File: config.mk
export PLATFORM = sky130hd
export DESIGN_NAME = ysyx_25040105_ifu_prefetch
export DESIGN_NICKNAME = d
export VERILOG_FILES = /design/src/rtl/ysyx_25040105_pkg.sv /design/src/rtl/ysyx_25040105_fifo.sv /design/src/rtl/ysyx_25040105_ifu_prefetch.sv
export SDC_FILE = /design/constraint.sdc
export NUM_CORES = 1
export LEC_CHECK = 0
export ABC_AREA = 1
export CORE_MARGIN = 2
export CORE_UTILIZATION = 45
export CTS_BUF_LIST = sky130_fd_sc_hd__clkbuf_8
export DETAILED_ROUTE_END_ITERATION = 10
export DONT_BUFFER_PORTS = 1
export PLACE_DENSITY_LB_ADDON = 0.05
export SYNTH_ARGS = -nofsm -noshare
export SYNTH_HDL_FRONTEND = slang
export SYNTH_SLANG_ARGS = --single-unit
File: constraint.sdc
create_clock -name clk -period 9.2 [get_ports clk]
set_input_delay 0.92 -clock clk [delete_from_list [all_inputs] [get_ports clk]]
set_output_delay 0.92 -clock clk [all_outputs]
set_load 0.005 [all_outputs]
File: src/rtl/ysyx_25040105_pkg.sv
// ============================================================================
// Module : ysyx_25040105_pkg
// Brief  : Shared types and constants for the prefetching instruction fetch unit.
// Rev    : 1.0  initial release
// ============================================================================
`default_nettype none

package ysyx_25040105_pkg;

    localparam int unsigned IFU_XLEN = 32;
    localparam logic [IFU_XLEN-1:0] IFU_RESET_PC = 32'h8000_0000;

    typedef enum logic [1:0] {
        ST_FETCH = 2'd0,
        ST_WAIT  = 2'd1,
        ST_DROP  = 2'd2
    } fetch_state_e;

    typedef struct packed {
        logic [IFU_XLEN-1:0] pc;
        logic [31:0]         inst;
        logic                err;
    } ifq_entry_t;

endpackage

`default_nettype wire

File: src/rtl/ysyx_25040105_fifo.sv
// ============================================================================
// Module : ysyx_25040105_fifo
// Brief  : Synchronous power-of-two FIFO with flush; flush beats push and pop.
// Rev    : 1.0  initial release
// ============================================================================
`default_nettype none

module ysyx_25040105_fifo #(
    parameter int unsigned WIDTH = 8,
    parameter int unsigned DEPTH = 4
) (
    input  logic                       clk,
    input  logic                       rst,
    input  logic                       push,
    input  logic                       pop,
    input  logic                       flush,
    input  logic [WIDTH-1:0]           wdata,
    output logic [WIDTH-1:0]           rdata,
    output logic                       full,
    output logic                       empty,
    output logic [$clog2(DEPTH):0]     count
);

    localparam int unsigned AW = $clog2(DEPTH);
    localparam logic [AW-1:0] PTR_ONE  = 1;
    localparam logic [AW:0]   CNT_ONE  = 1;
    localparam logic [AW:0]   CNT_FULL = DEPTH[AW:0];

    logic [WIDTH-1:0] mem_q [DEPTH];
    logic [AW-1:0]    wr_ptr_q;
    logic [AW-1:0]    rd_ptr_q;
    logic [AW:0]      count_q;
    logic             w_push;
    logic             w_pop;

    assign full   = (count_q == CNT_FULL);
    assign empty  = (count_q == '0);
    assign count  = count_q;
    assign rdata  = mem_q[rd_ptr_q];
    assign w_push = push && !full;
    assign w_pop  = pop && !empty;

    // Storage is cleared on reset so the head reads as zero out of reset.
    always_ff @(posedge clk or posedge rst) begin
        if (rst) begin
            wr_ptr_q <= '0;
            rd_ptr_q <= '0;
            count_q  <= '0;
            for (int i = 0; i < int'(DEPTH); i++) begin
                mem_q[i] <= '0;
            end
        end else if (flush) begin
            wr_ptr_q <= '0;
            rd_ptr_q <= '0;
            count_q  <= '0;
        end else begin
            if (w_push) begin
                mem_q[wr_ptr_q] <= wdata;
                wr_ptr_q        <= wr_ptr_q + PTR_ONE;
            end
            if (w_pop) begin
                rd_ptr_q <= rd_ptr_q + PTR_ONE;
            end
            case ({w_push, w_pop})
                2'b10:   count_q <= count_q + CNT_ONE;
                2'b01:   count_q <= count_q - CNT_ONE;
                default: count_q <= count_q;
            endcase
        end
    end

endmodule

`default_nettype wire

File: src/rtl/ysyx_25040105_ifu_prefetch.sv
// ============================================================================
// Module : ysyx_25040105_ifu_prefetch
// Brief  : Single-outstanding fetch engine feeding a prefetch FIFO, with flush on redirect.
// Rev    : 1.0  initial release
// ============================================================================
`default_nettype none

module ysyx_25040105_ifu_prefetch
    import ysyx_25040105_pkg::*;
#(
    parameter int unsigned         XLEN     = IFU_XLEN,
    parameter logic [XLEN-1:0]     RESET_PC = IFU_RESET_PC,
    parameter int unsigned         DEPTH    = 4
) (
    input  logic            clk,
    input  logic            rst,
    output logic            req_valid,
    output logic [XLEN-1:0] req_addr,
    input  logic            req_ready,
    input  logic            rsp_valid,
    input  logic [31:0]     rsp_data,
    input  logic            rsp_err,
    output logic            inst_valid,
    output logic [31:0]     inst,
    output logic [XLEN-1:0] inst_pc,
    output logic            inst_err,
    input  logic            inst_ready,
    input  logic            redirect_en,
    input  logic [XLEN-1:0] redirect_pc
);

    localparam int unsigned   CW       = $clog2(DEPTH) + 1;
    localparam logic [CW-1:0] CNT_CAP  = DEPTH[CW-1:0];
    localparam logic [XLEN-1:0] PC_STEP = 4;

    fetch_state_e    state_q;
    logic [XLEN-1:0] fetch_pc_q;

    ifq_entry_t      w_entry;
    ifq_entry_t      w_head;
    logic            w_full;
    logic            w_empty;
    logic [CW-1:0]   w_count;
    logic            w_req_hs;
    logic            w_push;
    logic            w_pop;
    logic            w_inflight;
    logic            w_unused_ok;

    // A request is only issued when the FIFO can hold its eventual response.
    assign req_valid  = !rst && (state_q == ST_FETCH) && (w_count < CNT_CAP);
    assign req_addr   = fetch_pc_q;
    assign w_req_hs   = req_valid && req_ready;
    assign w_push     = (state_q == ST_WAIT) && rsp_valid;
    assign w_pop      = inst_valid && inst_ready;
    assign w_inflight = w_req_hs || ((state_q != ST_FETCH) && !rsp_valid);

    assign w_entry.pc   = fetch_pc_q - PC_STEP;
    assign w_entry.inst = rsp_data;
    assign w_entry.err  = rsp_err;

    assign inst_valid = !w_empty;
    assign inst       = w_head.inst;
    assign inst_pc    = w_head.pc;
    assign inst_err   = w_head.err;

    assign w_unused_ok = ^{redirect_pc[1:0], w_full};

    always_ff @(posedge clk or posedge rst) begin
        if (rst) begin
            state_q    <= ST_FETCH;
            fetch_pc_q <= RESET_PC;
        end else if (redirect_en) begin
            fetch_pc_q <= {redirect_pc[XLEN-1:2], 2'b00};
            state_q    <= w_inflight ? ST_DROP : ST_FETCH;
        end else begin
            case (state_q)
                ST_FETCH: begin
                    if (w_req_hs) begin
                        fetch_pc_q <= fetch_pc_q + PC_STEP;
                        state_q    <= ST_WAIT;
                    end
                end
                ST_WAIT, ST_DROP: begin
                    if (rsp_valid) begin
                        state_q <= ST_FETCH;
                    end
                end
                default: state_q <= ST_FETCH;
            endcase
        end
    end

    ysyx_25040105_fifo #(
        .WIDTH ($bits(ifq_entry_t)),
        .DEPTH (DEPTH)
    ) u_ifq (
        .clk   (clk),
        .rst   (rst),
        .push  (w_push),
        .pop   (w_pop),
        .flush (redirect_en),
        .wdata (w_entry),
        .rdata (w_head),
        .full  (w_full),
        .empty (w_empty),
        .count (w_count)
    );

endmodule

`default_nettype wire

**Word level (Yosys, flattened, before mapping)**

Index checks and enable logic that the tools add are counted.
W data, S select, Z words.

- Register bits: 301
- Memories kept: 0
- Latch bits: 0
- Bits in writable memories: 0
- ROM bits: 0
- Output and inout bits: 99
- Bits of input ports: 71

- Reductions and logical operators: 26
- Equality and inequality tests: 7
- Divide/modulo/power cells: 0
- Multipliers: 0
- Add/sub/neg operators: 6
- Mux-type cells: 20
- Shift operators: 0
- Order comparisons: 4
- Bitwise gates (word level): 3

Operators with widths:

| kind | count |
|---|---|
| $bwmux W260 | 1 |
| $mux W65 | 3 |
| $bmux W65 S2 | 1 |
| $demux W65 S2 | 1 |
| $mux W32 | 3 |
| $add A32 B3 Y32 const B | 1 |
| $sub A32 B3 Y32 const B | 1 |
| $mux W2 | 8 |
| $reduce_bool A2 Y1 | 5 |
| $logic_and A1 B1 Y1 | 9 |
| $ge A3 B3 Y1 const B | 2 |
| $ne A3 B3 Y1 const B | 2 |
| $not A2 Y3 | 2 |
| $pmux W3 S2 | 1 |
| $reduce_and A2 Y1 | 3 |
| $add A2 B1 Y2 const B | 2 |
| $eq A2 B1 Y1 const B | 2 |
| $eq A2 B2 Y1 const B | 2 |
| $logic_not A1 Y1 | 4 |
| $pmux W2 S2 | 1 |
| $add A3 B1 Y3 const B | 1 |
| $eq A3 B3 Y1 const B | 1 |
| $logic_not A3 Y1 | 1 |
| $lt A3 B1 Y1 const B | 1 |
| 8 further kinds | 8 |

**Depth between registers and ports, before layout**

Gate-level depths: netlist (run 1).

- Depth after elaboration: 7
- Mapped depth: 13
- Gate-level depth less buffers: 13

**By module**

Synthesis (run 1) repeated with hierarchy kept, for this count alone.

- Cell total of the unflattened synthesis: 1,836
- Area, all modules: 15,322.2 um2

By module, submodules not included:

| module | area each (um2) | cells an instance | instances |
|---|---|---|---|
| ysyx_25040105_fifo | 12,254.3 | 1,333 | 1 |
| ysyx_25040105_ifu_prefetch | 3,067.9 | 503 | 1 |

**Worst setup path before layout (run 1)**

No wires, ideal clock.

- Path kind: input to register
- Start point: input port rst
- End point: register fetch_pc_q[3], in the netlist req_addr[3]
- Buffers on the path: 1
- Stages: 8
- Required time: 9.113 ns
- Path slack: 0.705 ns
- Data arrival time: 8.408 ns
- Library setup time: 0.087 ns
- Path through: inv_1 -> nand4_4 -> inv_1 -> nand2_2 -> inv_1 -> buf_4 -> nand2_1 -> o211ai_1

- Cells in the longest elaborated chain, start to end: 6

RTL lines:

| what | line | source |
|---|---|---|
| start: declaration | ysyx_25040105_ifu_prefetch.sv:16 | `input logic rst,` |
| $logic_not A1 Y1 (no line) | - |  |
| $logic_and A1 B1 Y1 (2 in series) | ysyx_25040105_ifu_prefetch.sv:51 | `assign req_valid = !rst && (state_q == ST_FETCH) && (w_count < CNT_CAP);` |
| $logic_and A1 B1 Y1 | ysyx_25040105_ifu_prefetch.sv:53 | `assign w_req_hs = req_valid && req_ready;` |
| $reduce_bool A2 Y1 (no line) | - |  |
| $reduce_and A2 Y1 (no line) | - |  |
| end signal: assignment | ysyx_25040105_ifu_prefetch.sv:74 | `fetch_pc_q <= {redirect_pc[XLEN-1:2], 2'b00};` |
| end signal: assignment | ysyx_25040105_ifu_prefetch.sv:80 | `fetch_pc_q <= fetch_pc_q + PC_STEP;` |
| end: declaration | ysyx_25040105_ifu_prefetch.sv:37 | `logic [XLEN-1:0] fetch_pc_q;` |

Every way passes these cells.
A chain may end at the register's enable or synchronous reset.

**Worst setup path after layout (run 1)**

- Start point: register u_ifq.rd_ptr_q[0]
- End point: output port inst_pc[12]

- Cells in the longest elaborated chain, start to end: 4

RTL lines:

| what | line | source |
|---|---|---|
| start: declaration | ysyx_25040105_fifo.sv:31 | `logic [AW-1:0] rd_ptr_q;` |
| start signal: assignment | ysyx_25040105_fifo.sv:62 | `rd_ptr_q <= rd_ptr_q + PTR_ONE;` |
| $not A2 Y3 (implied by the code) | ysyx_25040105_fifo.sv:39 | `assign rdata = mem_q[rd_ptr_q];` |
| $bmux W65 S2 | ysyx_25040105_fifo.sv:39 |  |
| $mux W65 (implied by the code) (2 in series) | ysyx_25040105_fifo.sv:39 |  |
| end: declaration | ysyx_25040105_ifu_prefetch.sv:25 | `output logic [XLEN-1:0] inst_pc,` |

Every way passes these cells. The select of a mux whose other input is x is not followed.

==> out/summary.txt, run 1 <==
Status: finished clean
Largest net degree at the start of global routing: 125
F_max: 244 MHz
RSZ-0062 raised after global routing: no
Clk slew on worst S/H paths: 0.06 ns
Pwr/cell area: 260 nW/µm²
Initial core utilization: 0.458
CP endpoint kind: output port
I/O Buffers: 0
CP required: 8.28 ns
Period utilisation layout: 0.446
Setup CP Type: flip-flop to output port
Leak: 8.57 nW
Num CTS Buffers: 53
Family with the most delay on the worst path: buffers and inverters
Die H: 186 µm
Pins Over Slew Limit: 0
WL/cell: 18.2 µm
Antenna cells: 0
# fillers: 3363
CTS max path bufs: 3
Gr busiest metal: met2
Row Count: 66
Drt drc: 0
Synth Warn #: 0
Arrival time worst endpoint: 3.19 ns
Critical Path Start Type: flip-flop
Vias: 13000
Synth async-reset ratio: 1.00
IO Count: 170
Via/cell ratio: 5.23
GRT Total Usage: 0.265
HP Class: input port to async pin
Root Driver: clkbuf_8
Met1 Usage GRT: 0.350
Clock Skew: 0.0360 ns
Tightest Pin Transition: 0.986 ns
Die X-Extent: 186 µm
Final Hold Vio Count: 0
Post-CTS Setup Bufs: 0
Global-route wire length before repair: 70.8 mm
Number of max-cap violations: 0
Clock Sinks: 291
Post-synth top area share: 0.487
H-tree Lvls: 2
Final antenna-violating net count: 0
Sequential share of the synthesized area: 0.489
Worst-skew pair later-pin latency: 0.62 ns
Met2 Resource Use GR: 0.440
NetSw: 1.52 mW
Mapped Cells: 2044
Internal: 2.65 mW
GR Util met3: 0.0542
Total negative slack: 0 ns
Top FF cell, synth: dfrtp_1
Hold WS: 0.340 ns
Final nets: 2082
CTS Hold Buffers Added: 0
Post-synth cell types: 37
Vias in the first global route: 12600
Die area: 34600 µm²
TritonRoute pass-1 iters: 5
Synth Register Bits: 291
Initial antenna violation count: 0
VDD IR max: 128 µV
Synth top area cells: dfrtp_1 (49%), nand2_1 (24%), nor2_1 (6.0%)
Critical Path, Cell by Cell: inv_4 > buf_4 > o21ai_0 > o22ai_1
Worst Path Max Fanout: 70
Tmin final: 4.11 ns
Synthesized area: 14900 µm²
Slew Limit Headroom: 0.343
CTS tree: yes
Placer Congestion: 0.897
Slowest-stage cell, CP: buf_4
Sequential share of power: 0.436
Switching Share: 0.365
Crit path buffers/inverters: 2
Post-synth EDFFs: 0
Ratio of cells with drive above 1 in the final layout: 0.0672
Core area: 32500 µm²
DRT Wirelength: 45.1 mm
Clock network fraction of total power: 0.302
Yosys top cell by area: dfrtp_1
Critical path's largest stage delay: 0.74 ns
Layout area overhead: 7.82%
Post-cts gate resize count: 0
Initial DRC Count: 955
Gate power share: 0.262
Final HPWL DP: 26.4 mm
Endpoints failing setup: 0
GRT overflow: 0
Avg Cell Area, Syn: 7.28 µm²
## stage by stage
| stage | cell area (µm²) | setup slack (ns) | util | power [mW] | instances |
|---|---|---|---|---|---|
| 2_1_floorplan | 14900 | 0.180 | - | 2.62 | 2047 |
| 3_5_place_dp | 15000 | 5.73 | 0.460 | 2.94 | 2389 |
| 5_1_grt | 16100 | 4.83 | 0.493 | 4.49 | 2480 |
| 6_report | 16100 | 5.09 | 0.493 | 4.18 | 2480 |
| 4_1_cts | 16100 | 5.07 | 0.493 | 4.22 | 2480 |
| 3_3_place_gp | 15000 | 5.72 | 0.460 | 2.92 | 2389 |
## sequential cells by signal, indices dropped and copies added (netlist names)
register and flops:
u_ifq.mem_q 252, req_addr 30, u_ifq.rd_ptr_q 2, u_ifq.count 3
state_q 2, u_ifq.wr_ptr_q 2
## layout by cell type (no fill, tap or decap), types with 2 or more instances in the layout
cell type,synthesis,final
nand2_1,953,953
dfrtp_1,290,288
nor2_1,238,238
o21ai_0,164,164
inv_1,65,81
clkbuf_8,0,67
o22ai_1,64,64
nand3_1,50,50
xor2_1,16,16
buf_4,25,15
nand2_2,14,14
nand4_1,11,11
nor2_2,9,9
inv_2,10,8
ha_1,8,8
a21oi_1,7,7
o21ai_1,6,6
nor2_4,4,4
clkinv_2,0,4
conb_1,1,4
o211ai_1,3,3
nand3_4,2,2
inv_8,0,2
nor3_1,2,2
xnor2_1,2,2
bufinv_16,0,2
## logic make-up after synthesis
group | count (synthesis) | synth area share
and+or+nand+nor | 1289 | 0.343
DFF | 291 | 0.489
AOI/OAI and AO/OA | 246 | 0.0889
buffers and inverters | 190 | 0.0599
xor gates and xnor gates | 18 | 0.0106
adders and majority gates | 9 | 0.00807
other | 1 | 0.000252
## metal layers
layer,part of all wire,routed length [µm]
met2,0.47,21300
met5,0,0
met1,0.44,19700
met3,0.070,3140
met4,0.022,1000
## Yosys cell counts (3+ instances only)
cell type and number:
nand2_1 953, dfrtp_1 290, nor2_1 238, o21ai_0 164, inv_1 65, o22ai_1 64, nand3_1 50, clkbuf_1 46
buf_2 37, buf_4 25, xor2_1 16, nand2_2 14, nand4_1 11, inv_2 10, nor2_2 9, ha_1 8
a21oi_1 7, o21ai_1 6, buf_6 5, nor2_4 4, o211ai_1 3
## worst reg2reg max path, delay by kind of cell (launching register included)
family | cells | cell delay, ns
flip-flops | 1 | 0.38
adder cells (fa/ha/maj) | 1 | 0.19
buffers and inverters | 4 | 1.52
AND/OR/NAND/NOR | 5 | 0.63
## power groups by stage
stage	clock [mW]	sequential, mW	combinational, mW
2_1_floorplan	0	1.75	0.870
3_3_place_gp	0	1.83	1.09
3_5_place_dp	0	1.84	1.10
4_1_cts	1.29	1.82	1.11
5_1_grt	1.36	1.86	1.26
6_report	1.26	1.82	1.09
## cell type report
class	count	area [µm²]	area share
well taps	442	553	0.0345
flip-flops and latches	291	7290	0.454
inverters	75	294	0.0183
repair buffers	15	113	0.00701
multi-input cells	1566	6730	0.419
clock inverters	24	158	0.00982
clock buffers	67	922	0.0574
## path summary, 6_finish.rpt
check / endpoint / slack [ns] / start / cells after the start
worst max-delay path: inst_pc[12] / 5.09 / u_ifq.rd_ptr_q[0]$_DFFE_PP0P_ / 4
worst min register to register: u_ifq.mem_q[189]$_DFFE_PP0P_ / 0.47 / u_ifq.mem_q[189]$_DFFE_PP0P_ / 2
max in group asynchronous: u_ifq.mem_q[127]$_DFFE_PP0P_ / 6.96 / rst / 3
min in group clk: u_ifq.mem_q[30]$_DFFE_PP0P_ / 0.43 / rsp_data[29] / 2
worst min-delay path: req_addr[7]$_DFFE_PP0P_ / 0.34 / rst / 1
worst max register to register: u_ifq.mem_q[143]$_DFFE_PP0P_ / 6.40 / state_q[1]$_DFFE_PP0P_ / 10
Power figures use the tool's default switching activity.
==> inputs of run 2 (changes only) <==
==> constraint.sdc (replaced) <==
create_clock -name clk -period 3.4 [get_ports clk]
set_input_delay 0.34 -clock clk [delete_from_list [all_inputs] [get_ports clk]]
set_output_delay 0.34 -clock clk [all_outputs]
set_load 0.005 [all_outputs]
==> out/summary.txt, run 2 (same netlist as run 1, synthesis figures left out) <==
Top reg by flops: u_ifq.mem_q
TritonRoute pass-1 iters: 6 (+1)
Clk slew on worst S/H paths: 0.06 ns (about the same)
Post-Place Setup Slack: 1.19 ns (-4.54 ns)
Pwr/cell area: 673 nW/µm² (+160%)
Commonest non-fill, non-tap cell in the layout: nand2_1
Vias in the first global route: 12800 (+1.5%)
WHS Path Cells: 3
Die H: 186 µm (unchanged)
HP Class: input port to flip-flop
R2R setup slack: 1.19 ns (-5.21 ns)
Final Hold Vio Count: 0 (unchanged)
Tightest Pin Transition: 1.06 ns (+0.0748 ns)
Register area: 7290 µm² (unchanged)
Final nets: 2158 (+3.7%)
Initial DRC Count: 953 (-0.21%)
I/O Buffers: 0 (unchanged)
IO Count: 170 (unchanged)
GRT Total Usage: 0.270 (+0.00452)
Largest net degree at the start of global routing: 150 (+20%)
Post-CTS Setup Bufs: 0 (unchanged)
Worst Path Max Fanout: 34 (-51%)
# fillers: 3260 (-3.1%)
Arrival time worst endpoint: 2.44 ns (-0.75 ns)
CP endpoint kind: output port
Post-cts gate resize count: 0 (unchanged)
F_max: 360 MHz
Layout area overhead: 12.9%
CP startpoint: u_ifq.rd_ptr_q[0]$_DFFE_PP0P_
Setup CP Type: flip-flop to output port
Reg-to-Reg End: u_ifq.mem_q[95]$_DFFE_PP0P_
Endpoints failing setup: 0 (unchanged)
Critical Path Start Type: flip-flop
Initial core utilization: 0.458 (unchanged)
Initial antenna violation count: 2 (+2)
Row Count: 66 (unchanged)
Reg-to-Reg Start: state_q[1]$_DFFE_PP0P_
Ratio of cells with drive above 1 in the final layout: 0.0685 (+0.00130)
Num CTS Buffers: 54 (+1.9%)
Worst reg-to-reg path cell count: 9 (-1)
CP required: 3.06 ns (-5.22 ns)
GRT overflow: 0 (unchanged)
Vias: 13400 (+3.2%)
Clock Sinks: 291 (unchanged)
Multi-input gate area: 6730 µm² (unchanged)
RSZ-0062 raised after global routing: no
Placer Congestion: 0.929 (+3.5%)
H-tree Lvls: 2 (unchanged)
End of the critical path: inst_pc[5]
Period utilisation layout: 0.817
Worst-skew pair later-pin latency: 0.64 ns (+0.02 ns)
WL/cell: 17.8 µm (-2.0%)
Final core utilization: 0.516 (+0.0231)
Clock Skew: 0.0197 ns (-0.0163 ns)
VDD IR max: 307 µV (+140%)
Status: finished clean
Final HPWL DP: 27.1 mm (+2.8%)
Final antenna-violating net count: 0 (unchanged)
CTS max path bufs: 3 (unchanged)
Global-route wire length before repair: 71.7 mm (+1.2%)
Total Power: 11.3 mW (+170%)
Die area: 34600 µm² (unchanged)
Via/cell ratio: 5.23 (about the same)
DRT Wirelength: 45.7 mm (+1.1%)
Most frequent cells in the layout: nand2_1 (953), dfrtp_1 (288), nor2_1 (238)
Leak: 8.91 nW (+4.0%)
Tmin final: 2.78 ns
CTS tree: yes
Slew Limit Headroom: 0.291 (-0.0522)
Pins Over Slew Limit: 0 (unchanged)
Number of max-cap violations: 0 (unchanged)
Die X-Extent: 186 µm (unchanged)
Root Driver: clkbuf_8
Core area: 32500 µm² (unchanged)
Hold WS: 0.0394 ns (-0.301 ns)
Largest register FFs: 252 (unchanged)
Setup slack after layout: 0.621 ns (-4.47 ns)
Drt drc: 0 (unchanged)
-- run 2: cell type report --
class	instances	area share
clock inverters	29	0.00893
flip-flops and latches	291	0.434
inverters	75	0.0171
diodes	2	0.000298
repair buffers	90	0.0536
well taps	442	0.0329
clock buffers	65	0.0532
multi-input cells	1566	0.400
-- run 2: critical path: stages (launching register included) --
cell     delay (ns)
dfrtp_4        0.64
inv_4          0.38
buf_4          0.33
nor2_1         0.07
o22ai_1        0.38
-- run 2: metal layers --
layer  vias to the layer above  track usage  wire length [µm]
met1                      6418        0.351             19900
met3                        79       0.0552              2980
met4                         0       0.0945              1170
li1                       6494            -                 -
met2                       396        0.447             21600
met5                         -            0                 0
-- run 2: what timing repair did --
action	CTS	global route
setup endpoints to repair	0	0
endpoints found under the hold margin	315	0
hold buffers	65	0
-- run 2: how the worst min path moves through the flow --
stage	startpoint	end	slack (ns)
after floorplan	u_ifq.mem_q[65]$_DFFE_PP0P_	u_ifq.mem_q[65]$_DFFE_PP0P_	0.44
after global placement	rsp_data[19]	u_ifq.mem_q[215]$_DFFE_PP0P_	0.45
after detailed placement	rsp_data[19]	u_ifq.mem_q[20]$_DFFE_PP0P_	0.45
after CTS	redirect_pc[15]	req_addr[15]$_DFFE_PP0P_	0.005
after global routing	redirect_pc[13]	req_addr[13]$_DFFE_PP0P_	0.04
final	rsp_valid	u_ifq.wr_ptr_q[0]$_DFFE_PP0P_	0.04
-- run 2: where the power goes --
| group | total [mW] | internal (mW) | leakage (nW) | switching [mW] |
|---|---|---|---|---|
| clock network | 3.29 | 1.79 | 0.629 | 1.50 |
| registers | 4.91 | 4.30 | 3.88 | 0.615 |
| logic | 3.12 | 1.05 | 4.39 | 2.06 |
-- run 2: metrics by stage --
step	instances	area [µm²]	TNS (ns)
finish	2560	16800	0
global route	2560	16800	0
CTS	2558	16800	0
detailed placement	2399	15100	0
global placement	2399	15100	0
floorplan	2047	14900	-313.87
==> inputs of run 3 (changes only) <==
==> constraint.sdc (replaced) <==
create_clock -name clk -period 2.7 [get_ports clk]
set_input_delay 0.27 -clock clk [delete_from_list [all_inputs] [get_ports clk]]
set_output_delay 0.27 -clock clk [all_outputs]
set_load 0.005 [all_outputs]
==> out/summary.txt, run 3 (same netlist as run 1, synthesis figures left out) <==
Status: finished clean
Final HPWL DP: 27.6 mm (+2.1%)
Die area: 34600 µm² (unchanged)
Die X-Extent: 186 µm (unchanged)
Number of max-cap violations: 0 (unchanged)
# fillers: 3319 (+1.8%)
Initial core utilization: 0.458 (unchanged)
Core area: 32500 µm² (unchanged)
TritonRoute pass-1 iters: 5 (-1)
Vias in the first global route: 13300 (+4.1%)
Tmin final: 2.56 ns
Via/cell ratio: 5.22 (-0.16%)
CP Depth: 4 (unchanged)
Period utilisation layout: 0.948
Initial DRC Count: 1034 (+8.5%)
Largest net degree at the start of global routing: 176 (+17%)
Most frequent cells in the layout: nand2_1 (953), dfrtp_1 (288), nor2_1 (238)
Critical Path, Cell by Cell: inv_4 > buf_4 > o21ai_0 > o22ai_1
GRT overflow: 0 (unchanged)
Slowest-stage cell, CP: dfrtp_4
Setup CP Type: flip-flop to output port
HP Class: input port to flip-flop
CTS Hold Buffers Added: 69 (+6.2%)
H-tree Lvls: 2 (unchanged)
CP endpoint kind: output port
Instance area at placement: 15200 µm² (+0.60%)
Crit path buffers/inverters: 2 (unchanged)
IO Count: 170 (unchanged)
Clock Skew: 0.0217 ns (+0.00198 ns)
Layout area overhead: 14.0%
GRT Total Usage: 0.271 (+0.00133)
Cell Count, Final, Fillers Out: 2572 (+0.47%)
Worst-skew pair later-pin latency: 0.62 ns (-0.02 ns)
Largest register FFs: 252 (unchanged)
Arrival time worst endpoint: 2.29 ns (-0.15 ns)
Leak: 8.98 nW (+0.82%)
Clock Sinks: 291 (unchanged)
Commonest non-fill, non-tap cell in the layout: nand2_1
Final nets: 2167 (+0.42%)
Endpoints failing setup: 0 (unchanged)
Placer Congestion: 0.890 (-4.1%)
CP required: 2.43 ns (-0.63 ns)
F_max: 391 MHz
CP startpoint: u_ifq.rd_ptr_q[0]$_DFFE_PP0P_
Slew Limit Headroom: 0.225 (-0.0657)
Ratio of cells with drive above 1 in the final layout: 0.0752 (+0.00666)
Reg-to-Reg Start: req_addr[2]$_DFFE_PP0P_
R2R setup slack: 0.62 ns (-0.57 ns)
VDD IR max: 442 µV (+44%)
Family with the most delay on the worst path: flip-flops
Global-route wire length before repair: 72.8 mm (+1.5%)
Row Count: 66 (unchanged)
CTS max path bufs: 3 (unchanged)
End of the critical path: inst_pc[16]
Clk slew on worst S/H paths: 0.06 ns (about the same)
Post-CTS Setup Bufs: 0 (unchanged)
Vias: 13400 (+0.31%)
Pwr/cell area: 852 nW/µm² (+27%)
Initial antenna violation count: 2 (unchanged)
Post-cts gate resize count: 0 (unchanged)
Worst Path Max Fanout: 45 (+32%)
Critical path's largest stage delay: 0.71 ns (+0.07 ns)
Critical Path Start Type: flip-flop
Tightest Pin Transition: 1.16 ns (+0.102 ns)
Final Hold Vio Count: 0 (unchanged)
Worst reg-to-reg path cell count: 8 (-1)
Drt drc: 0 (unchanged)
Num CTS Buffers: 52 (-3.7%)
DRT Wirelength: 45.8 mm (+0.36%)
I/O Buffers: 0 (unchanged)
Final core utilization: 0.522 (+0.00535)
Die H: 186 µm (unchanged)
Final Cell Area: 17000 µm² (+1.0%)
CTS tree: yes
Pins Over Slew Limit: 0 (unchanged)
Final antenna-violating net count: 0 (unchanged)
DP Cell Count: 2406 (+0.29%)
Top reg by flops: u_ifq.mem_q
RSZ-0062 raised after global routing: no
Reg-to-Reg End: u_ifq.mem_q[116]$_DFFE_PP0P_
Root Driver: clkbuf_8
WL/cell: 17.8 µm (-0.10%)
## run 3: changes by cell type in the layout (fill, tap and decap cells not counted), sizes merged
cell,before,now
buf,25,32
clkbuf,65,69
clkinv,3,6
dlygate4sd3,65,69
inv,99,93
## run 3: worst reg2reg max path, cell delays in order (launching register included)
cell	delay (ns)
dfrtp_1	0.50
inv_2	0.18
ha_1	0.31
nand2_1	0.19
nor2_1	0.23
nand2_1	0.09
xor2_1	0.34
nand2_1	0.09
nand2_1	0.08
## run 3: layer usage
layer  vias to the layer above  part of all wire  GRT usage
li1                       6524                 -          -
met1                      6459              0.44      0.354
met2                       365              0.47      0.445
met3                        80             0.061     0.0518
met4                         0             0.031      0.105
met5                         -                 0          0
## run 3: power breakdown
part,switching (mW),internal (mW),total (mW)
logic,2.59,1.37,3.96
registers,0.820,5.41,6.23
clock network,1.90,2.37,4.27
total,5.31,9.16,14.5
## run 3: per-stage QoR
stage | power, mW | hold slack [ns] | setup TNS [ns] | setup WS, ns
after global routing | 15.5 | 0.0615 | 0 | 0.0161
after floorplan | 8.93 | 0.380 | -517.15 | -2.96
final | 14.5 | 0.0515 | 0 | 0.141
after CTS | 14.6 | 0.00141 | 0 | 0.136
after detailed placement | 10.2 | 0.385 | 0 | 0.646
after global placement | 10.1 | 0.381 | 0 | 0.648
## run 3: worst min path at each step
stage,startpoint,to,depth (start not counted)
3_3_place_gp,rsp_data[21],u_ifq.mem_q[217]$_DFFE_PP0P_,2
4_1_cts,req_ready,req_addr[4]$_DFFE_PP0P_,4
2_1_floorplan,rsp_err,u_ifq.mem_q[0]$_DFFE_PP0P_,2
5_1_grt,req_ready,req_addr[4]$_DFFE_PP0P_,4
3_5_place_dp,rsp_data[19],u_ifq.mem_q[215]$_DFFE_PP0P_,2
6_report,req_ready,req_addr[4]$_DFFE_PP0P_,4
## run 3: final cells by class
type / instances / area, µm² / area share
Inverter: 75 / 288 / 0.0169
Clock inverter: 26 / 139 / 0.00818
Sequential cell: 291 / 7290 / 0.429
Timing Repair Buffer: 101 / 1030 / 0.0607
Antenna cell: 2 / 5.00 / 0.000295
Multi-Input combinational cell: 1566 / 6730 / 0.396
Clock buffer: 69 / 950 / 0.0559
Tap cell: 442 / 553 / 0.0326
